### src/rtl/debounce_multi.sv
// -----------------------------------------------------------------------------
// debounce_multi
//   Multi-channel switch/comparator debouncer. Each channel has its own
//   input synchroniser and consecutive-stability counter. A new level is
//   accepted only after Teff = max(T,1) consecutive synchronised samples
//   disagree with the current filtered level. One-cycle rise/fall pulses
//   accompany every accepted transition.
//
// Ports
//   i_clk            system clock
//   i_reset          asynchronous, active-low reset
//   i_switch         [N_CH]   raw asynchronous inputs
//   i_debounce_time  [CNT_W]  required consecutive stable cycles T
//   i_enable         filter enable; low freezes filtered state
//   o_switch         [N_CH]   debounced level per channel
//   o_rise           [N_CH]   one-cycle pulse on 0->1 filtered transition
//   o_fall           [N_CH]   one-cycle pulse on 1->0 filtered transition
//   o_busy           [N_CH]   channel counter non-zero (transition pending)
// -----------------------------------------------------------------------------

// Single channel: synchroniser + stability counter + edge pulses.
module debounce_ch #(
    parameter int   CNT_W       = 16,
    parameter int   SYNC_STAGES = 2,
    parameter logic RESET_LEVEL = 1'b1
) (
    input  logic             i_clk,
    input  logic             i_reset,
    input  logic             i_switch,
    input  logic [CNT_W-1:0] i_teff_m1,
    input  logic             i_enable,
    output logic             o_switch,
    output logic             o_rise,
    output logic             o_fall,
    output logic             o_busy
);
    logic [SYNC_STAGES-1:0] sync_q;
    logic [CNT_W-1:0]       cnt;
    logic                   s;

    // Synchroniser runs regardless of i_enable so the filter sees a
    // settled sample the moment it is re-enabled.
    always_ff @(posedge i_clk or negedge i_reset) begin
        if (!i_reset)
            sync_q <= {SYNC_STAGES{RESET_LEVEL}};
        else
            sync_q <= {sync_q[SYNC_STAGES-2:0], i_switch};
    end

    assign s = sync_q[SYNC_STAGES-1];

    // Filter. The >= against the live threshold means a lowered T commits
    // on the very next mismatch cycle, and the counter is always cleared
    // no later than reaching Teff, so it cannot wrap.
    always_ff @(posedge i_clk or negedge i_reset) begin
        if (!i_reset) begin
            o_switch <= RESET_LEVEL;
            cnt      <= '0;
            o_rise   <= 1'b0;
            o_fall   <= 1'b0;
        end else begin
            o_rise <= 1'b0;
            o_fall <= 1'b0;
            if (!i_enable) begin
                cnt <= '0;
            end else if (s == o_switch) begin
                cnt <= '0;
            end else if (cnt >= i_teff_m1) begin
                o_switch <= s;
                cnt      <= '0;
                o_rise   <= s;
                o_fall   <= ~s;
            end else begin
                cnt <= cnt + CNT_W'(1);
            end
        end
    end

    assign o_busy = (cnt != '0);
endmodule

module debounce_multi #(
    parameter int   N_CH        = 4,
    parameter int   CNT_W       = 16,
    parameter int   SYNC_STAGES = 2,
    parameter logic RESET_LEVEL = 1'b1
) (
    input  logic             i_clk,
    input  logic             i_reset,
    input  logic [N_CH-1:0]  i_switch,
    input  logic [CNT_W-1:0] i_debounce_time,
    input  logic             i_enable,
    output logic [N_CH-1:0]  o_switch,
    output logic [N_CH-1:0]  o_rise,
    output logic [N_CH-1:0]  o_fall,
    output logic [N_CH-1:0]  o_busy
);
    // Shared compare value Teff-1; T = 0 is treated as T = 1.
    logic [CNT_W-1:0] teff_m1;

    assign teff_m1 = (i_debounce_time == '0) ? '0
                                             : i_debounce_time - CNT_W'(1);

    for (genvar ch = 0; ch < N_CH; ch++) begin : g_ch
        debounce_ch #(
            .CNT_W       (CNT_W),
            .SYNC_STAGES (SYNC_STAGES),
            .RESET_LEVEL (RESET_LEVEL)
        ) u_ch (
            .i_clk     (i_clk),
            .i_reset   (i_reset),
            .i_switch  (i_switch[ch]),
            .i_teff_m1 (teff_m1),
            .i_enable  (i_enable),
            .o_switch  (o_switch[ch]),
            .o_rise    (o_rise[ch]),
            .o_fall    (o_fall[ch]),
            .o_busy    (o_busy[ch])
        );
    end
endmodule
### config.mk
export PLATFORM = sky130hd
export DESIGN_NAME = debounce_multi
export DESIGN_NICKNAME = d
export VERILOG_FILES = /design/src/rtl/debounce_multi.sv
export SDC_FILE = /design/constraint.sdc
export NUM_CORES = 1
export LEC_CHECK = 0
export ABC_AREA = 1
export BUFFER_PORTS_ARGS = -buffer_cell sky130_fd_sc_hd__buf_2
export CAP_MARGIN = 20
export CORE_ASPECT_RATIO = 2
export CORE_MARGIN = 4
export CORE_UTILIZATION = 60
export DETAILED_ROUTE_END_ITERATION = 16
export GPL_ROUTABILITY_DRIVEN = 0
export PLACE_DENSITY = 0.77
export SLEW_MARGIN = 20
export SYNTH_ARGS = -nofsm -noshare
export SYNTH_HDL_FRONTEND = slang
export SYNTH_SLANG_ARGS = --single-unit
### constraint.sdc
create_clock -name i_clk -period 3 [get_ports i_clk]
set_input_delay 0 -clock i_clk [delete_from_list [all_inputs] [get_ports i_clk]]
set_output_delay 0 -clock i_clk [all_outputs]
set_load 0.005 [all_outputs]
## After elaboration in Yosys (flattened, before gate mapping)

Index checks and enable logic that the tools add are counted.

| storage, ports and cells | value |
|---|---|
| flip-flop bits (word level) | 84 |
| logic and storage cells | 87 |

| operators by class | value |
|---|---|
| add/sub/neg operators | 5 |
| $lt $le $gt $ge | 4 |
| equal/unequal tests | 4 |
| mux-type cells | 37 |
| bitwise operators | 8 |
| reduce and logical (&&, ||, !) cells | 9 |

Operators with widths:

| operator | number |
|---|---|
| $mux 16 | 13 |
| $add 16x1->16 const B | 4 |
| $ge 16x16->1 | 4 |
| $reduce_bool 16->1 | 4 |
| $mux 1 | 24 |
| $logic_not 16->1 | 1 |
| $sub 16x1->16 const B | 1 |
| $reduce_and 3->1 | 4 |
| $not 1->1 | 8 |
| $eq 1x1->1 | 4 |

## Longest topological paths before layout

| depth | value |
|---|---|
| depth after elaboration | 6 |
| depth in mapped cells | 20 |
| mapped depth without buffers | 20 |

## Cells and area by module

Synthesis repeated with hierarchy kept, for this count alone.

| second synthesis, totals | value |
|---|---|
| cells, all modules | 824 |
| area total of the unflattened synthesis | 6426.2 um2 |

By module, submodules not included:

| module | times used | cells each | area each (um2) |
|---|---|---|---|
| debounce_ch (g_ch[0].u_ch ...) | 3 | 180 | 1482.7 |
| debounce_ch (g_ch[1].u_ch) | 1 | 177 | 1427.6 |
| debounce_multi | 1 | 107 | 550.5 |

## Worst setup path before layout

No wires, ideal clock.

| path | value |
|---|---|
| path kind | input to register |
| from | input port i_debounce_time[0] |
| to | register g_ch[2].u_ch.cnt[0] |
| arrival time | 2030 ps |
| data required time | 2928 ps |
| slack | 899 ps |
| stages | 16 |
| path through | inv_1 ha_1 nand2_1 nor2_2 nand2_1 nor3_2 nand2_1 nand2_1 nand3_1 ha_1 nand2_1 o21ai_0 a21oi_1 nand3_2 buf_2 nor2_1 |

| between the ends | value |
|---|---|
| longest elaborated chain between the ends | 6 |
| elaborated cells between the ends (all ways) | 7 |
| those cells by class | add/sub: 1; order compare: 1; mux: 4; reduce/logical: 1 |

Ends and longest elaborated chain:

| what | line | source |
|---|---|---|
| from (decl) | 91 | `input logic [CNT_W-1:0] i_debounce_time,` |
| $sub 16x1->16 or $logic_not 16->1 (tied branches) | 102, 101 |  |
| $mux 16 (*) | 101 | `assign teff_m1 = (i_debounce_time == '0) ? '0` |
| $ge 16x16->1 (*) | 68 | `end else if (cnt >= i_teff_m1) begin` |
| $mux 16 (*) | 68 |  |
| $mux 16 (*) | 66 | `end else if (s == o_switch) begin` |
| $mux 16 (*) | 64 | `if (!i_enable) begin` |
| to (signal assigned) | 74 | `cnt <= cnt + CNT_W'(1);` |
| to (decl) | 38 | `logic [CNT_W-1:0] cnt;` |

Every way passes the cells marked *; elsewhere a longest branch is shown, timed or not.
A chain may end at the register's enable or synchronous reset.

## Final worst setup path

| path | value |
|---|---|
| from | input port i_debounce_time[0] |
| to | register g_ch[0].u_ch.cnt[7] |

| between the ends | value |
|---|---|
| longest elaborated chain between the ends | 6 |
| elaborated cells between the ends (all ways) | 7 |
| those cells by class | add/sub: 1; order compare: 1; mux: 4; reduce/logical: 1 |

Ends and longest elaborated chain:

| what | line |
|---|---|
| $sub 16x1->16 or $logic_not 16->1 (tied branches) | 102, 101 |
| $mux 16 (*) | 101 |
| $ge 16x16->1 (*) | 68 |
| $mux 16 (*) | 68 |
| $mux 16 (*) | 66 |
| $mux 16 (*) | 64 |
| to (signal assigned) | 74 |
| to (decl) | 38 |

Marks and branches as above.

==> flow_metrics.env <==
export IMPL_num_rows=52
export IMPL_tritoncts="yes"
export IMPL_post_route_min_period_ns=2.50
export IMPL_switchingPower_uw=649
export IMPL_numCtsBuffers=9
export IMPL_critPathRequiredTime_ns=3.26
export IMPL_final_period_utilization_pct=83.2
export IMPL_cp_arrival_ns=2.76
export IMPL_synthSimpleGateAreaFrac_pct=31.2
export IMPL_vias=5248
export IMPL_synth_fa_ha_area_share_pct=15.1
export IMPL_insertedDiodeCount=0
export IMPL_post_route_util_pct=66.6
export IMPL_numPortBuffers=38
export IMPL_antenna_found_initial=0
export IMPL_syn_avg_cell_area_um2=7.91
export IMPL_final_cells=950
export IMPL_insertion_delay_ns=0.34
export IMPL_yosysWarnings=0
export IMPL_clock_skew_ns=0.0124
export IMPL_p_seq_share_pct=45.6
export IMPL_power_frac_comb_pct=9.8
export IMPL_synth_top_family_by_area="simple AND/OR/NAND/NOR gates"
export IMPL_clock_sinks=84
export IMPL_avgViaCountPerCell=5.52
export IMPL_die_w_um=79.5
export IMPL_outcome="complete, no violations"
export IMPL_worstSetupPathType="input pin to register"
export IMPL_intPower_uw=1890
export IMPL_synth_xor_area_share_pct=7.42
export IMPL_finalHoldViolations=0
export IMPL_fmax_mhz=400
export IMPL_synth_cells=776
export IMPL_rsz0062_at_grt="no"
export IMPL_synthMuxAreaShare_pct=0
export IMPL_worstMarginPinSlew_ns=0.748
export IMPL_cellLeakagePower_uw=0.00343
export IMPL_hpwl_um=10900
export IMPL_core_area_um2=10100
export IMPL_gr_usage_all_layers_pct=25.2
export IMPL_clockBufferDepth=2
export IMPL_tns_ns=0
export IMPL_cts_root_buf="clkbuf_16"
export IMPL_grt_pass1_wl_um=23800
export IMPL_grt_max_degree=85
export IMPL_syn_area_um2=6140
export IMPL_synthDistinctLibCells=34
export IMPL_num_io_pins=39
export IMPL_start_util_pct=60.9
export IMPL_syn_nets=873
export IMPL_cts_resized=0
export IMPL_synth_compound_area_share_pct=3.75
export IMPL_grt_pass1_vias=5126
export IMPL_slew_violations=0
export IMPL_placed_cells=929
export IMPL_drt_iter0_drc=315
export IMPL_seq_area_frac_synth_pct=34.5
export IMPL_min_path_type="input pin to register"
export IMPL_htree_levels=3
export IMPL_slew_headroom_pct=49.6
export IMPL_clkTransAtPathRegs_ns=0.07
export IMPL_area_growth_pct=9.42
export IMPL_setup_ws_ns=0.503
export IMPL_power_density_nw_per_um2=377
export IMPL_wirelength_um=14200
export IMPL_vdd_ir_drop_max_mv=0.280
export IMPL_dieArea_um2=12000
export IMPL_cp_max_fo=15
export IMPL_dieHeight_um=151
export IMPL_wl_per_cell_um=15.0
export IMPL_setup_viol=0
export IMPL_critPathLaunchType="input pin"
export IMPL_switching_share_pct=25.6
export IMPL_grt_overflow=0
export IMPL_drcViolationCount=0
export IMPL_clock_power_share_pct=44.6
export IMPL_maxCapViolations=0
export IMPL_end_kind="register"
export IMPL_drive_above_1_share_pct=14.1
export IMPL_ys_seq_elements=84
export IMPL_pre_cts_slack_ns=0.192
export IMPL_dr_pass1_iters=5
export IMPL_nNetsFinal=907
export IMPL_detail_route_antenna_nets=0
==> per-stage QoR <==
step | cell area, um^2 | total power, uW | hold slack (ns)
final | 6720 | 2530 | 0.240
after detailed placement | 6360 | 1420 | 0.106
after global routing | 6720 | 2630 | 0.272
after floorplan | 6140 | 1320 | -0.296
after CTS | 6710 | 2550 | 0.250
after global placement | 6360 | 1410 | 0.104
==> synthesized netlist by cell type, drive strengths merged <==
| cell | number | area (um^2) |
|---|---|---|
| nor4 | 14 | 93.8 |
| ha | 74 | 926 |
| nand3 | 50 | 285 |
| nand4 | 22 | 153 |
| nor3 | 19 | 138 |
| nand2 | 176 | 676 |
| nand3b | 2 | 15.0 |
| a21o | 1 | 7.51 |
| dfstp | 12 | 315 |
| and2 | 1 | 6.26 |
| xnor2 | 18 | 158 |
| nor2 | 116 | 505 |
| buf | 21 | 145 |
| a21oi | 31 | 155 |
| or2 | 6 | 37.5 |
| nor3b | 1 | 7.51 |
| inv | 93 | 349 |
| o21bai | 1 | 7.51 |
| dfrtp | 72 | 1800 |
| xor2 | 34 | 298 |
| o21ai | 12 | 60.1 |
==> power by group through the flow <==
| stage | clock [uW] | sequential (uW) | combinational (uW) |
|---|---|---|---|
| floorplan | 0 | 1180 | 150 |
| global placement | 0 | 1180 | 230 |
| detailed placement | 0 | 1180 | 243 |
| CTS | 1140 | 1160 | 249 |
| global route | 1190 | 1160 | 285 |
| finish | 1130 | 1160 | 248 |
==> registers in the layout, summed over array words and instances (netlist names) <==
register / flops
g_ch.u_ch.o_rise: 4
g_ch.u_ch.o_fall: 4
g_ch.u_ch.o_switch: 4
g_ch.u_ch.sync_q: 8
g_ch.u_ch.cnt: 64
==> logic make-up (layout without fill, tap and decap cells) <==
family / count (synthesis) / in the layout
buf+inv: 114 / 153
simple gates: 407 / 407
fa+ha+maj: 74 / 74
xor+xnor: 52 / 52
flops: 84 / 84
compound gates: 45 / 45
==> area by class of cell <==
type                    count  area [um^2]
clock buffers              10          229
clock inverters             6         71.3
fillers                   831         3370
inverters                  93          349
multi-input cells         578         3530
flip-flops and latches     84         2120
well taps                 135          169
repair buffers             44          254
==> per-layer routing <==
metal  vias up  GRT usage, %  part of all wire, %
met5         -             0                    0
met2       144          46.1                   53
met1      2488          28.5                   41
li1       2581             -                    -
met3        35          3.75                  3.5
met4         0          10.4                  2.7
==> cell usage in the layout, fill, tap and decap left out, types with 18 or more instances in the layout <==
cell type / instances
nor2_1: 98
ha_1: 74
buf_2: 37
nand2_1: 170
xnor2_1: 18
a21oi_1: 31
dfrtp_1: 72
nand3_1: 43
nand4_1: 21
xor2_1: 34
inv_1: 87
==> timing repair <==
item                      in CTS  in global routing
buffers inserted               0                  0
hold endpoints to repair      76                  0
hold buffers                   5                  0
==> worst paths after layout <==
check / cells past startpoint / from / slack [ns] / endpoint
setup / recovery: 17 / i_debounce_time[0] / 0.50 / g_ch[0].u_ch.cnt[7]
hold / removal: 5 / i_enable / 0.24 / g_ch[3].u_ch.cnt[6]
setup reg to reg: 10 / g_ch[0].u_ch.cnt[5] / 1.09 / g_ch[0].u_ch.cnt[7]
hold reg to reg: 0 / g_ch[2].u_ch.sync_q[0] / 0.36 / g_ch[2].u_ch.sync_q[1]
max in group asynchronous: 2 / i_reset / 2.21 / g_ch[2].u_ch.cnt[12]
min in group asynchronous: 2 / i_reset / 0.28 / g_ch[3].u_ch.cnt[12]
==> worst max-delay path, cell delays in order <==
cell and delay [ns]:
buf_2 0.11, inv_1 0.09, ha_1 0.17, nand2_1 0.05
nor3_1 0.16, nand4_1 0.38, o21ai_0 0.47, ha_1 0.36
nand2_1 0.06, inv_1 0.04, nand2_1 0.08, nor2_1 0.05
nor2_1 0.09, nand2_1 0.05, nand2_1 0.09, nand3_2 0.28
a21oi_1 0.23
No activity file was read; power rests on OpenSTA's default activity.
